[config.mk]
export PLATFORM = sky130hd
export DESIGN_NAME = melody_sequencer_flat
export DESIGN_NICKNAME = d
export VERILOG_FILES = /design/src/rtl/melody_sequencer_if.sv /design/src/rtl/melody_sequencer.sv /design/src/flat_wrapper.sv
export SDC_FILE = /design/constraint.sdc
export NUM_CORES = 1
export LEC_CHECK = 0
export CELL_PAD_IN_SITES_DETAIL_PLACEMENT = 1
export CELL_PAD_IN_SITES_GLOBAL_PLACEMENT = 1
export CORE_UTILIZATION = 35
export CTS_CLUSTER_SIZE = 8
export DETAILED_ROUTE_END_ITERATION = 10
export GPL_ROUTABILITY_DRIVEN = 0
export HOLD_SLACK_MARGIN = 0.06
export PLACE_DENSITY = 0.77
export SYNTH_ARGS = -nofsm -noshare
export SYNTH_HDL_FRONTEND = slang
export SYNTH_SLANG_ARGS = --single-unit
[constraint.sdc]
create_clock -name clk -period 2.7 [get_ports clk]
set_input_delay 0.54 -clock clk [delete_from_list [all_inputs] [get_ports clk]]
set_output_delay 0.54 -clock clk [all_outputs]
set_load 0.02 [all_outputs]
[src/rtl/melody_sequencer_if.sv]
// Board-side bundle for the melody sequencer: player controls, live key,
// melody ROM port and tone generator drive.
interface melody_sequencer_if #(
    parameter int ADDR_W = 5
);
    logic              start;
    logic              stop;
    logic              loop_en;
    logic [6:0]        key_note;
    logic [ADDR_W-1:0] rom_addr;
    logic [14:0]       rom_data;
    logic [6:0]        full_note;
    logic              play;
    logic              busy;
    logic              done;

    modport master (
        input  start, stop, loop_en, key_note, rom_data,
        output rom_addr, full_note, play, busy, done
    );

    modport slave (
        output start, stop, loop_en, key_note, rom_data,
        input  rom_addr, full_note, play, busy, done
    );
endinterface

[src/rtl/melody_sequencer.sv]
// Melody ROM player with tempo tick, articulation gap, loop/stop control and
// a live keyboard override sharing one tone generator.
module melody_sequencer #(
    parameter int CLK_HZ    = 50000000,
    parameter int TICK_HZ   = 1000,
    parameter int ADDR_W    = 5,
    parameter int GAP_TICKS = 20
) (
    input  logic               clk,
    input  logic               reset_n,
    melody_sequencer_if.master bus
);
    localparam int DIV   = CLK_HZ / TICK_HZ;
    localparam int PRE_W = (DIV > 1) ? $clog2(DIV) : 1;
    localparam int GAP_W = (GAP_TICKS > 0) ? $clog2(GAP_TICKS + 1) : 1;
    localparam logic [PRE_W-1:0]  PRE_LAST  = PRE_W'(DIV - 1);
    localparam logic [ADDR_W-1:0] ADDR_LAST = '1;

    typedef enum logic [2:0] {IDLE, FETCH, LOAD, NOTE, GAP} state_e;

    // The tone generator sounds even on invalid codes, so rests are decoded here.
    function automatic logic is_rest(input logic [6:0] n);
        return (n[3:0] == 4'd0) || (n[3:0] > 4'd12) || (n[6:4] > 3'd4);
    endfunction

    state_e            state_q, state_d;
    logic [PRE_W-1:0]  pre_q, pre_d;
    logic [ADDR_W-1:0] addr_q, addr_d;
    logic [6:0]        cur_note_q, cur_note_d;
    logic [7:0]        dur_q, dur_d;
    logic [GAP_W-1:0]  gap_q, gap_d;
    logic              done_q, done_d;
    logic [6:0]        full_note_q, full_note_d;
    logic              play_q, play_d;
    logic              tick, advance, end_song;
    logic [6:0]        rom_note;
    logic [7:0]        rom_dur;

    assign rom_note = bus.rom_data[14:8];
    assign rom_dur  = bus.rom_data[7:0];
    assign tick     = (state_q != IDLE) && (pre_q == PRE_LAST);

    always_comb begin
        state_d    = state_q;
        addr_d     = addr_q;
        cur_note_d = cur_note_q;
        dur_d      = dur_q;
        gap_d      = gap_q;
        done_d     = 1'b0;
        advance    = 1'b0;
        end_song   = 1'b0;
        case (state_q)
            IDLE: begin
                if (bus.start) begin
                    state_d = FETCH;
                    addr_d  = '0;
                end
            end
            FETCH: state_d = LOAD;
            LOAD: begin
                if (rom_dur == 8'd0) begin
                    end_song = 1'b1;
                end else begin
                    cur_note_d = rom_note;
                    dur_d      = rom_dur;
                    state_d    = NOTE;
                end
            end
            NOTE: begin
                if (tick) begin
                    dur_d = dur_q - 8'd1;
                    if (dur_q == 8'd1) begin
                        if (GAP_TICKS > 0) begin
                            gap_d   = GAP_W'(GAP_TICKS);
                            state_d = GAP;
                        end else begin
                            advance = 1'b1;
                        end
                    end
                end
            end
            GAP: begin
                if (tick) begin
                    gap_d = gap_q - GAP_W'(1);
                    if (gap_q == GAP_W'(1)) advance = 1'b1;
                end
            end
            default: state_d = IDLE;
        endcase

        // Running off the last ROM entry ends the song just like a dur==0 marker.
        if (advance) begin
            if (addr_q == ADDR_LAST) begin
                end_song = 1'b1;
            end else begin
                addr_d  = addr_q + ADDR_W'(1);
                state_d = FETCH;
            end
        end
        if (end_song) begin
            addr_d = '0;
            if (bus.loop_en) begin
                state_d = FETCH;
            end else begin
                state_d = IDLE;
                done_d  = 1'b1;
            end
        end
        if (bus.stop) begin
            state_d = IDLE;
            addr_d  = '0;
            done_d  = 1'b0;
        end

        if (state_q == IDLE || state_d == IDLE || pre_q == PRE_LAST) pre_d = '0;
        else                                                          pre_d = pre_q + PRE_W'(1);
    end

    // Live key wins over the song; song timing keeps running underneath.
    always_comb begin
        full_note_d = 7'd0;
        play_d      = 1'b1;
        if (!is_rest(bus.key_note)) begin
            full_note_d = bus.key_note;
            play_d      = 1'b0;
        end else if (state_q == NOTE && !is_rest(cur_note_q)) begin
            full_note_d = cur_note_q;
            play_d      = 1'b0;
        end
    end

    always_ff @(posedge clk or negedge reset_n) begin
        if (!reset_n) begin
            state_q     <= IDLE;
            pre_q       <= '0;
            addr_q      <= '0;
            cur_note_q  <= 7'd0;
            dur_q       <= 8'd0;
            gap_q       <= '0;
            done_q      <= 1'b0;
            full_note_q <= 7'd0;
            play_q      <= 1'b1;
        end else begin
            state_q     <= state_d;
            pre_q       <= pre_d;
            addr_q      <= addr_d;
            cur_note_q  <= cur_note_d;
            dur_q       <= dur_d;
            gap_q       <= gap_d;
            done_q      <= done_d;
            full_note_q <= full_note_d;
            play_q      <= play_d;
        end
    end

    assign bus.rom_addr  = addr_q;
    assign bus.full_note = full_note_q;
    assign bus.play      = play_q;
    assign bus.busy      = (state_q != IDLE);
    assign bus.done      = done_q;
endmodule

[src/flat_wrapper.sv]
// flat-port wrapper written by rule: the top's interface ports become plain ports
module melody_sequencer_flat 
#(
    parameter int CLK_HZ    = 50000000,
    parameter int TICK_HZ   = 1000,
    parameter int ADDR_W    = 5,
    parameter int GAP_TICKS = 20
)
  (clk, reset_n, bus_start, bus_stop, bus_loop_en, bus_key_note, bus_rom_data, bus_rom_addr, bus_full_note, bus_play, bus_busy, bus_done);
  melody_sequencer_if #(.ADDR_W(ADDR_W)) bus_i ();
  input  logic clk;
  input  logic reset_n;
  input wire logic [$bits(bus_i.start)-1:0] bus_start;
  input wire logic [$bits(bus_i.stop)-1:0] bus_stop;
  input wire logic [$bits(bus_i.loop_en)-1:0] bus_loop_en;
  input wire logic [$bits(bus_i.key_note)-1:0] bus_key_note;
  input wire logic [$bits(bus_i.rom_data)-1:0] bus_rom_data;
  output wire logic [$bits(bus_i.rom_addr)-1:0] bus_rom_addr;
  output wire logic [$bits(bus_i.full_note)-1:0] bus_full_note;
  output wire logic [$bits(bus_i.play)-1:0] bus_play;
  output wire logic [$bits(bus_i.busy)-1:0] bus_busy;
  output wire logic [$bits(bus_i.done)-1:0] bus_done;
  assign bus_i.start = bus_start;
  assign bus_i.stop = bus_stop;
  assign bus_i.loop_en = bus_loop_en;
  assign bus_i.key_note = bus_key_note;
  assign bus_i.rom_data = bus_rom_data;
  assign bus_rom_addr = bus_i.rom_addr;
  assign bus_full_note = bus_i.full_note;
  assign bus_play = bus_i.play;
  assign bus_busy = bus_i.busy;
  assign bus_done = bus_i.done;
  melody_sequencer #(.CLK_HZ(CLK_HZ), .TICK_HZ(TICK_HZ), .ADDR_W(ADDR_W), .GAP_TICKS(GAP_TICKS)) u_core (.clk(clk), .reset_n(reset_n), .bus(bus_i));
endmodule
==> metrics.md <==
| Metric | Value |
|---|---|
| Worst EP arrival | 2.61 ns |
| Synth area leaders | dfrtp_1 47%, nand2_1 3.9%, mux2_2 3.6% |
| Slew @ Worst Pin | 0.949 ns |
| # fillers | 879 |
| Status | completed |
| CP Max Fanout | 16 |
| Worst hold margin | 0.364 ns |
| Setup TNS | 0 ns |
| Initial Util | 36.1% |
| GR Overflow Total | 0 |
| Hold WC Path Type | in -> async |
| CTS Root Cell | clkbuf_8 |
| Post-route cell area | 3520 µm² |
| Post-synth top flop | dfrtp_1 |
| Post-synthesis mux area share | 4.36% |
| Vias in the first global route | 2355 |
| Dpl hpwl | 5250 µm |
| Final ANT Viol Nets | 0 |
| Crit path required time | 2.88 ns |
| Post-DP Area | 3410 µm² |
| Pleak | 1.45 nW |
| Gate Count Post-Synth | 272 |
| Synthesized area | 2790 µm² |
| Clock input transition at the sequential cells of the worst setup and hold paths | 0.10 ns |
| Max-slew violation count | 0 |
| Port bufs | 41 |
| Area leader, netlist | dfrtp_1 |
| Post-synth ARST share | 100% |
| Post-synth EDFFs | 0 |
| Max_cap viols | 0 |
| Die Span X | 91.2 µm |
| Period utilisation layout | 90.0% |
| Antenna violations before repair | 0 |
| FF-to-FF Start | u_core.pre_q[0]$_DFF_PN0_ |
| Setup violations, final | 0 |
| Yosys top cell area share | 46.7% |
| XOR/XNOR share of the synthesized area | 5.34% |
| Clock skew | 0.00592 ns |
| CTS H-Tree Depth | 2 |
| Max VDD drop | 0.000383 V |
| FMAX | 0.412 GHz |
| First-pass GRT wire length | 11600 µm |
| Crit path from | u_core.pre_q[0]$_DFF_PN0_ |
| CTS max path bufs | 2 |
| Syn_nets | 306 |
| Layout Nets | 366 |
| Pwr Density | 523 nW/µm² |
| Die extent in y | 91.2 µm |
| Area of the multi-input gates | 1410 µm² |
| Clock sink count | 53 |
| DRC viols | 0 |
| Setup crit start kind | flop |
| Total GRT Usage | 17.6% |
| Normalized max-slew margin | 36.7% |
| Overall power | 1.84 mW |
| Layout area overhead | 26.5% |
| IO Count | 42 |
| Core area | 7730 µm² |
| Die area | 8320 µm² |
| Compound-Gate Fraction of Synth Area | 10.1% |
| 1st-pass router iterations | 6 |
| Routed wire length | 6960 µm |
| Crit path kind | reg -> reg |
| Wire per inst | 16.0 µm |
| Reg2reg path depth | 8 |
| Final Hold Vio Count | 0 |
| RSZ-0062 raised after global routing | no |
| Largest net degree at the start of global routing | 42 |
| Register area share after synthesis | 47.6% |
| Num CTS Buffers | 5 |
| N_diodes | 0 |
| Crit path time final | 2.43 ns |
| Hold-fix buffers at CTS | 0 |
| Flip-flop and latch area | 1330 µm² |
| DR vias | 2258 |
| Ys Warns | 0 |
| #FFs+latches synth | 53 |
| Post-synth cell types | 48 |
| Via-to-Cell Ratio | 5.19 |
| Core Rows | 32 |
| Layout cells sized above 1 | 15.3% |
| Synth Area in Simple Gates | 27.4% |
| Main combinational cell family by area after synthesis | simple AND/OR/NAND/NOR gates |
| Post-Synth Adder-Cell Area | 3.14% |
| CP endpoint kind | flop |
| Post-Route Utilization | 45.6% |
| CTS tree | done |
| Average cell area after synthesis | 10.2 µm² |
| Clock latency on the worst-skew pair | 0.31 ns |
| Drt first-iter violations | 83 |
-- worst max-delay path, cell delays in order (launching register included) --
cell      delay [ns]
dfrtp_1         0.42
ha_1            0.25
nand3_1         0.16
nand4b_4        0.26
o41ai_1         0.48
a311oi_2        0.13
a311oi_4        0.33
buf_12          0.20
nor3_1          0.07
-- power breakdown --
group	internal [mW]	total (mW)	switching (mW)	leakage (nW)
clock	0.185	0.463	0.278	0.0445
combinational	0.199	0.403	0.204	0.703
sequential	0.884	0.978	0.0939	0.697
-- repair_timing --
action / CTS / global route
gates resized for setup: 0 / 1
setup endpoints to repair: 0 / 2
setup buffers: 0 / 2
-- state kept, by name, indices dropped and copies added, names as in the netlist --
name,count
u_core.pre_q,16
u_core.dur_q,8
u_core.bus.full_note,7
u_core.cur_note_q,7
u_core.bus.rom_addr,5
u_core.gap_q,5
u_core.state_q,3
u_core.bus.done,1
u_core.bus.play,1
-- layer usage --
| metal | GRT usage, % | vias to the layer above | part of all wire [%] |
|---|---|---|---|
| met2 | 30.4 | 40 | 50 |
| met3 | 3.77 | 9 | 2.7 |
| met4 | 5.29 | 0 | 1.4 |
| met5 | 0 | - | 0 |
| li1 | - | 1103 | - |
| met1 | 22.1 | 1106 | 46 |
-- Yosys cell counts (all sizes together) (2+ instances only) --
library cell,count
o21ai,13
nand3,14
nor3b,2
and4bb,2
and2,3
nand2b,2
a31oi,2
nor2b,3
a22o,7
nand4b,3
a21oi,9
and3,5
inv,8
buf,2
a311oi,2
nor4b,2
or4,3
nor3,18
nor4,7
xor2,7
xnor2,10
dfrtp,52
o211ai,4
clkbuf,2
nand4,5
nor2,27
mux2i,2
mux2,9
ha,7
nand2,30
-- worst paths after layout --
| kind | endpoint | slack [ns] |
|---|---|---|
| min in group clk | u_core.pre_q[0]$_DFF_PN0_ | 0.52 |
| worst max register to register | u_core.pre_q[15]$_DFF_PN0_ | 0.27 |
| worst min register to register | u_core.pre_q[0]$_DFF_PN0_ | 0.52 |
| worst max-delay path | u_core.pre_q[15]$_DFF_PN0_ | 0.27 |
| max in group asynchronous | u_core.cur_note_q[0]$_DFFE_PN0P_ | 1.67 |
| worst min-delay path | u_core.pre_q[7]$_DFF_PN0_ | 0.36 |
-- final cells by class --
type | count | area share, %
Clock buffer | 5 | 1.95
Timing Repair Buffer | 57 | 15.3
Sequential cell | 53 | 37.7
Tap cell | 102 | 3.62
Multi-Input combinational cell | 207 | 40.0
Clock inverter | 3 | 0.603
Inverter | 8 | 0.852
-- kinds of logic (layout without fill, tap and decap cells) --
kind of cell,Yosys count,in the layout
DFF,53,53
muxes,11,11
xor gates and xnor gates,17,17
and+or+nand+nor,131,131
AOI/OAI and AO/OA,41,41
adders and majority gates,7,7
buffers and inverters,12,73
-- through the flow --
step / std cells / setup WS, ns
after floorplan: 272 / 0.342
after global routing: 435 / 0.0585
final: 435 / 0.270
after CTS: 433 / 0.171
after detailed placement: 425 / 0.160
after global placement: 425 / 0.199
-- placed cells by master (no fill, tap or decap), types with 2 or more instances in the layout --
cell type	Yosys	final
mux2i_1	2	2
nand2_1	29	29
a31oi_1	2	2
nand4b_1	2	2
o21ai_0	13	13
nor2b_1	3	3
clkbuf_8	0	5
dfrtp_1	52	52
nor2_1	27	27
nand3_1	14	14
nor3b_1	2	2
and2_1	3	3
a21oi_1	9	9
o211ai_1	4	4
nor3_2	7	7
ha_1	7	7
nor3_1	11	11
xnor2_1	10	10
xor2_1	7	7
buf_4	0	15
nand2b_1	2	2
nor4_1	5	5
or4_1	3	3
a22o_1	7	7
nor4_2	2	2
clkdlybuf4s50_1	0	40
inv_1	8	8
nand4_1	5	5
mux2_2	9	9
and3_1	5	5
(Power assumes the default switching activity.)
